===== config.mk =====
export PLATFORM = sky130hd
export DESIGN_NAME = ex_mdu
export DESIGN_NICKNAME = d
export VERILOG_FILES = /design/src/rtl/ex_mdu_pkg.sv /design/src/rtl/ex_mdu.sv
export SDC_FILE = /design/constraint.sdc
export NUM_CORES = 1
export LEC_CHECK = 0
export BUFFER_PORTS_ARGS = -buffer_cell sky130_fd_sc_hd__buf_2
export CELL_PAD_IN_SITES_DETAIL_PLACEMENT = 0
export CELL_PAD_IN_SITES_GLOBAL_PLACEMENT = 1
export CORE_ASPECT_RATIO = 2
export CORE_UTILIZATION = 43
export DETAILED_ROUTE_END_ITERATION = 10
export PLACE_DENSITY_LB_ADDON = 0.1
export SLEW_MARGIN = 20
export SYNTH_ARGS = -nofsm -noshare
export SYNTH_HDL_FRONTEND = slang
export SYNTH_SLANG_ARGS = --single-unit

===== constraint.sdc =====
create_clock -name clk -period 6.2 [get_ports clk]
set_input_delay 0.62 -clock clk [delete_from_list [all_inputs] [get_ports clk]]
set_output_delay 0.62 -clock clk [all_outputs]
set_load 0.01 [all_outputs]

===== src/rtl/ex_mdu_pkg.sv =====
// Shared definitions for the iterative RV32M multiply/divide unit:
// funct3 codes, sequencer states, iteration count and result helpers.
package ex_mdu_pkg;

  // M-extension funct3 codes
  localparam logic [2:0] MduMul    = 3'd0;
  localparam logic [2:0] MduMulh   = 3'd1;
  localparam logic [2:0] MduMulhsu = 3'd2;
  localparam logic [2:0] MduMulhu  = 3'd3;
  localparam logic [2:0] MduDiv    = 3'd4;
  localparam logic [2:0] MduDivu   = 3'd5;
  localparam logic [2:0] MduRem    = 3'd6;
  localparam logic [2:0] MduRemu   = 3'd7;

  localparam int         MduIterations = 32;
  localparam logic [4:0] MduLastCnt    = 5'(MduIterations - 1);

  typedef enum logic [1:0] {
    MduIdle = 2'd0,
    MduRun  = 2'd1,
    MduDone = 2'd2
  } mdu_state_e;

  // Two's-complement negate, 32 bits
  function automatic logic [31:0] neg32(input logic [31:0] x);
    return ~x + 32'd1;
  endfunction

  // Two's-complement negate, 64 bits
  function automatic logic [63:0] neg64(input logic [63:0] x);
    return ~x + 64'd1;
  endfunction

  // Apply the sign fix to the raw magnitudes and pick the architectural result.
  // For multiply acc holds the 64-bit product; for divide acc holds
  // {remainder, quotient}.
  function automatic logic [31:0] mdu_result(input logic [2:0] op, input logic s1,
                                             input logic s2, input logic [63:0] acc);
    logic [63:0] prod;
    logic [31:0] quo;
    logic [31:0] rem;
    prod = (s1 ^ s2) ? neg64(acc) : acc;
    quo  = (s1 ^ s2) ? neg32(acc[31:0]) : acc[31:0];
    rem  = s1 ? neg32(acc[63:32]) : acc[63:32];
    case (op)
      MduMul:                       return prod[31:0];
      MduMulh, MduMulhsu, MduMulhu: return prod[63:32];
      MduDiv, MduDivu:              return quo;
      default:                      return rem;
    endcase
  endfunction

endpackage


===== src/rtl/ex_mdu.sv =====
// Iterative multiply/divide unit: 32-step shift-add multiply and restoring
// divide over magnitudes, sign fixed when the result is registered.
module ex_mdu
  import ex_mdu_pkg::*;
(
  input  logic        clk,
  input  logic        rst,
  input  logic        start_i,
  input  logic [2:0]  op_i,
  input  logic [31:0] opdata1_i,
  input  logic [31:0] opdata2_i,
  input  logic        annul_i,
  output logic [31:0] result_o,
  output logic        ready_o,
  output logic        stallreq_o
);

  mdu_state_e  state_q, state_d;
  logic [2:0]  op_q, op_d;
  logic        s1_q, s1_d, s2_q, s2_d;
  logic [31:0] a_q, a_d, b_q, b_d;
  logic [63:0] acc_q, acc_d;
  logic [4:0]  cnt_q, cnt_d;
  logic [31:0] result_q, result_d;
  logic        ready_q, ready_d;

  logic        stallreq_s;
  logic        s1_s, s2_s;
  logic [4:0]  div_idx_s;
  logic [32:0] rem_sh_s;
  logic        rem_ge_s;

  // Next-state, datapath step and stall request
  always_comb begin
    state_d    = state_q;
    op_d       = op_q;
    s1_d       = s1_q;
    s2_d       = s2_q;
    a_d        = a_q;
    b_d        = b_q;
    acc_d      = acc_q;
    cnt_d      = cnt_q;
    result_d   = 32'd0;
    ready_d    = 1'b0;
    stallreq_s = 1'b0;

    s1_s = opdata1_i[31] & ((op_i == MduMulh) | (op_i == MduMulhsu) |
                            (op_i == MduDiv)  | (op_i == MduRem));
    s2_s = opdata2_i[31] & ((op_i == MduMulh) | (op_i == MduDiv) | (op_i == MduRem));

    // Restoring divide step: the shifted partial remainder needs 33 bits
    // because the divisor magnitude can exceed 2^31 for unsigned divides.
    div_idx_s = 5'd31 - cnt_q;
    rem_sh_s  = {acc_q[63:32], a_q[div_idx_s]};
    rem_ge_s  = (rem_sh_s >= {1'b0, b_q});

    case (state_q)
      MduIdle: begin
        if (start_i && !annul_i) begin
          stallreq_s = 1'b1;
          op_d  = op_i;
          s1_d  = s1_s;
          s2_d  = s2_s;
          a_d   = s1_s ? neg32(opdata1_i) : opdata1_i;
          b_d   = s2_s ? neg32(opdata2_i) : opdata2_i;
          acc_d = 64'd0;
          cnt_d = 5'd0;
          if (op_i[2] && (opdata2_i == 32'd0)) begin
            result_d = op_i[1] ? opdata1_i : 32'hFFFF_FFFF;
            ready_d  = 1'b1;
            state_d  = MduDone;
          end else if (((op_i == MduDiv) || (op_i == MduRem)) &&
                       (opdata1_i == 32'h8000_0000) && (opdata2_i == 32'hFFFF_FFFF)) begin
            result_d = op_i[1] ? 32'd0 : 32'h8000_0000;
            ready_d  = 1'b1;
            state_d  = MduDone;
          end else begin
            state_d = MduRun;
          end
        end else begin
          stallreq_s = 1'b0;
        end
      end
      MduRun: begin
        stallreq_s = 1'b1;
        if (!op_q[2]) begin
          if (b_q[cnt_q]) begin
            acc_d = acc_q + ({32'd0, a_q} << cnt_q);
          end else begin
            acc_d = acc_q;
          end
        end else begin
          acc_d[63:32] = rem_ge_s ? 32'(rem_sh_s - {1'b0, b_q}) : rem_sh_s[31:0];
          acc_d[31:0]  = {acc_q[30:0], rem_ge_s};
        end
        cnt_d = cnt_q + 5'd1;
        if (cnt_q == MduLastCnt) begin
          result_d = mdu_result(op_q, s1_q, s2_q, acc_d);
          ready_d  = 1'b1;
          state_d  = MduDone;
        end else begin
          state_d = MduRun;
        end
      end
      MduDone: begin
        state_d = MduIdle;
      end
      default: begin
        state_d = MduIdle;
      end
    endcase

    if (annul_i) begin
      state_d    = MduIdle;
      result_d   = 32'd0;
      ready_d    = 1'b0;
      stallreq_s = 1'b0;
    end else begin
      state_d = state_d;
    end
  end

  // State, operand latches, accumulator and registered result
  always_ff @(posedge clk or posedge rst) begin
    if (rst) begin
      state_q  <= MduIdle;
      op_q     <= 3'd0;
      s1_q     <= 1'b0;
      s2_q     <= 1'b0;
      a_q      <= 32'd0;
      b_q      <= 32'd0;
      acc_q    <= 64'd0;
      cnt_q    <= 5'd0;
      result_q <= 32'd0;
      ready_q  <= 1'b0;
    end else begin
      state_q  <= state_d;
      op_q     <= op_d;
      s1_q     <= s1_d;
      s2_q     <= s2_d;
      a_q      <= a_d;
      b_q      <= b_d;
      acc_q    <= acc_d;
      cnt_q    <= cnt_d;
      result_q <= result_d;
      ready_q  <= ready_d;
    end
  end

  assign result_o   = result_q;
  assign ready_o    = ready_q;
  assign stallreq_o = stallreq_s & ~rst;

endmodule

==> impl_summary.txt <==
----------------------------------------------------
[Status]
  Run status ... finished, violations left
  Violations in the final reports ... negative setup slack

[Global routing]
  Remaining Overflow, GRT ... 0
  Number of antenna violations at the first check in global routing ... 1
  First-pass GRT wire length ... 170700 um
  Number of global-route vias before repair ... 26400
  Global-route usage over all layers ... 0.4504
  Maximum number of pins on one net before global-route repair ... 110

[Layout]
  Most common cell after layout, fill and taps aside ... sky130_fd_sc_hd__buf_4
  Area used by multi-input combinational logic ... 17050 um^2
  Post-Layout Cell Count ... 4065
  Final Net Count ... 3578
  Synthesis-to-finish area growth ... 26.82%
  Diodes inserted ... 0
  Reg area ... 4338 um^2
  Final instance area ... 27600 um^2
  Layout cells sized above 1 ... 0.2623
  Number of fillers in the final layout ... 4978
  Highest-count cells in the layout ignoring fill and taps ... sky130_fd_sc_hd__buf_4, sky130_fd_sc_hd__nand2_1, sky130_fd_sc_hd__o21ai_0, sky130_fd_sc_hd__nor2_1, sky130_fd_sc_hd__a21oi_1

[Clocking]
  Clock transition at the registers of the reported paths ... 80 ps
  Worst-Skew Late Latency ... 480 ps
  Clock tree from TritonCTS ... done
  Count of H-tree levels built during CTS ... 4
  CTS Buffer Depth ... 2
  Num CTS Buffers ... 17
  Cell at the root of the clock tree ... sky130_fd_sc_hd__clkbuf_16
  Hold-fix buffers, CTS ... 0
  # clock sinks ... 173

[Yosys]
  Syn_nets ... 3145
  Post-Syn Area ... 21760 um^2
  Most common flop cell mapped by yosys ... sky130_fd_sc_hd__dfrtp_1
  Post-synth cell types ... 119
  Number of synthesized flops with an enable pin ... 0
  Average cell area after synthesis ... 7.328 um^2
  Number of flip-flops and latches in the synthesized netlist ... 173
  YS warnings ... 0
  Share of flip-flops with an asynchronous set or reset ... 1.000
  Sequential share of the synthesized area ... 0.1989
  Cell count after synthesis ... 2970

[Setup path]
  Arrival time at the worst endpoint ... 6580 ps
  Worst setup path category ... register to register
  Origin of the critical flop-to-flop path ... cnt_q[0]
  Setup crit start ... cnt_q[0]
  Nature of the critical path startpoint ... register
  Critical-path maximum fanout ... 6
  Worst EP required ... 6540 ps
  Category of the worst setup path capture point ... register

[Placed design]
  Routability congestion estimate ... 1.204
  Post-DP Area ... 26050 um^2
  Dpl cells ... 4008
  Hpwl dp ... 94630 um
  Number of buffer cells added on primary ports ... 104

[Power and ir drop]
  Total power density per cell area ... 608.1 nW/um^2
  Overall power of the completed layout ... 16.78 mW
  Leakage ... 11.87 nW
  Maximum resistive drop on vdd ... 0.2494 mV

[Die]
  I/O pin cnt ... 105
  Die width ... 161.1 um
  Site row count ... 116
  Placeable core region ... 50070 um^2
  Die height ... 320.2 um
  Total die area ... 51570 um^2
  Effective utilization at floorplan ... 0.4347

[Route]
  1st-pass router iterations ... 7
  Post-DRT Antenna Nets ... 0
  Drt first-iter violations ... 3011
  Detailed-route wire length per cell ... 29.15 um
  Routed Wire Length ... 118500 um
  DRC ... 0
  Mean number of vias per cell ... 6.697
  Routed vias ... 27220

[Min path]
  Tightest Hold Check Type ... primary input to asynchronous set/reset pin

[STA]
  # setup viols final ... 1
  Max-slew violation count ... 0
  Peak Freq ... 160.2 MHz
  RSZ-0062 raised after global routing ... yes
  Crit share post-route ... 1.007
  Final number of hold-violating endpoints ... 0
  Tightest Pin Transition ... 1310 ps
  Smallest setup slack after layout ... -42.89 ps
  Total Negative Setup Slacks ... -42.89 ps
  Fin Clk Skew ... 23.22 ps
  Minimum clock period ... 6243 ps
  Relative slew slack ... 0.1263

[Flow run]
  Number of max-capacitance violations reported ... 0

----------------------------------------------------
-- kinds of logic after synthesis --
family                     count (synthesis)  share of synthesized area
and+or+nand+nor                         1126                     0.2531
AOI/OAI and AO/OA                       1006                     0.2982
buffers and inverters                    276                    0.05277
DFF                                      173                     0.1989
xor gates and xnor gates                 149                    0.05996
muxes                                    136                    0.07663
adders and majority gates                104                    0.06048
-- critical path: stages (launching register included) --
cell and delay (ps):
sky130_fd_sc_hd__dfrtp_2 440, sky130_fd_sc_hd__buf_6 150, sky130_fd_sc_hd__buf_4 120, sky130_fd_sc_hd__mux4_2 530
sky130_fd_sc_hd__mux2i_1 220, sky130_fd_sc_hd__nand2_1 80, sky130_fd_sc_hd__nand2_1 200, sky130_fd_sc_hd__nor2_1 80
sky130_fd_sc_hd__ha_1 350, sky130_fd_sc_hd__buf_4 170, sky130_fd_sc_hd__nand2_1 170, sky130_fd_sc_hd__o21ai_1 210
sky130_fd_sc_hd__a21oi_2 240, sky130_fd_sc_hd__a31oi_2 150, sky130_fd_sc_hd__buf_4 170, sky130_fd_sc_hd__o31ai_2 730
sky130_fd_sc_hd__a2111oi_0 260, sky130_fd_sc_hd__or3b_4 490, sky130_fd_sc_hd__nand4_1 110, sky130_fd_sc_hd__buf_4 150
sky130_fd_sc_hd__nor3_4 50, sky130_fd_sc_hd__buf_4 170, sky130_fd_sc_hd__and3_1 190, sky130_fd_sc_hd__a31oi_2 210
sky130_fd_sc_hd__nor3_1 70, sky130_fd_sc_hd__a311oi_1 300, sky130_fd_sc_hd__o211ai_1 110
-- flip-flops by register name (all words and copies together) (netlist names) --
register,flops
acc_q,64
a_q,32
b_q,32
result_o,32
cnt_q,5
op_q,3
state_q,2
ready_o,1
s1_q,1
s2_q,1
-- report_power, final --
group          internal [mW]  total [mW]  switching (mW)
clock network          0.623        1.18           0.558
logic                   5.46        13.7            8.19
registers               1.41        1.95           0.540
total                   7.50        16.8            9.29
-- cells in the mapped netlist, types with 25 or more instances --
cell	instances	share of area
sky130_fd_sc_hd__a211oi_1	28	0.0097
sky130_fd_sc_hd__a21o_1	43	0.015
sky130_fd_sc_hd__a21oi_1	219	0.050
sky130_fd_sc_hd__a31oi_1	44	0.013
sky130_fd_sc_hd__and2_1	26	0.0075
sky130_fd_sc_hd__and3_1	27	0.0078
sky130_fd_sc_hd__clkbuf_1	159	0.027
sky130_fd_sc_hd__dfrtp_1	173	0.20
sky130_fd_sc_hd__ha_1	102	0.059
sky130_fd_sc_hd__inv_1	75	0.013
sky130_fd_sc_hd__mux2i_1	92	0.042
sky130_fd_sc_hd__nand2_1	392	0.068
sky130_fd_sc_hd__nand3_1	133	0.031
sky130_fd_sc_hd__nand4_1	66	0.019
sky130_fd_sc_hd__nor2_1	227	0.039
sky130_fd_sc_hd__nor3_1	67	0.015
sky130_fd_sc_hd__nor4_1	27	0.0078
sky130_fd_sc_hd__o211ai_1	37	0.013
sky130_fd_sc_hd__o21ai_0	328	0.075
sky130_fd_sc_hd__o22ai_1	25	0.0072
sky130_fd_sc_hd__o31ai_1	32	0.011
sky130_fd_sc_hd__or3_1	38	0.011
sky130_fd_sc_hd__xnor2_1	80	0.032
sky130_fd_sc_hd__xor2_1	69	0.028
-- final timing paths --
path                       slack (ps)  cells past startpoint           end
max                               -40                     26  result_o[27]
min                               240                      2   result_o[7]
max reg2reg                       -40                     26  result_o[27]
min reg2reg                       500                      2       b_q[27]
max in group asynchronous        4520                      3      cnt_q[3]
min in group clk                  420                      3       op_q[2]
-- metrics by stage --
stage / utilization / worst slack, ps / hold slack, ps
final: 0.5512 / -42.89 / 238.6
after global routing: 0.5512 / -132.0 / 297.2
after CTS: 0.5365 / 4.687 / 256.5
after detailed placement: 0.5202 / -335.1 / 496.8
after global placement: 0.5202 / -300.5 / 466.7
after floorplan: - / 8.949 / 449.8
-- metal layers --
metal | up-vias | GRT usage | share of wire
li1 | 11970 | - | -
met1 | 13040 | 0.4880 | 0.35
met2 | 1691 | 0.7414 | 0.46
met3 | 522 | 0.07449 | 0.077
met4 | 0 | 0.4231 | 0.11
met5 | - | 0 | 0
-- timing repair --
action	CTS	global route
gates resized for setup	39	153
pin swaps	4	49
setup endpoints to repair	31	32
buffers inserted	5	20
endpoints found under the hold margin	0	0
-- layout make-up --
class | instances | share of cell area
repair buffers | 611 | 0.1623
well taps | 649 | 0.02942
clock buffers | 18 | 0.01591
flip-flops and latches | 173 | 0.1572
multi-input cells | 2521 | 0.6179
clock inverters | 14 | 0.006256
inverters | 79 | 0.01111
Power figures use the tool's default switching activity.
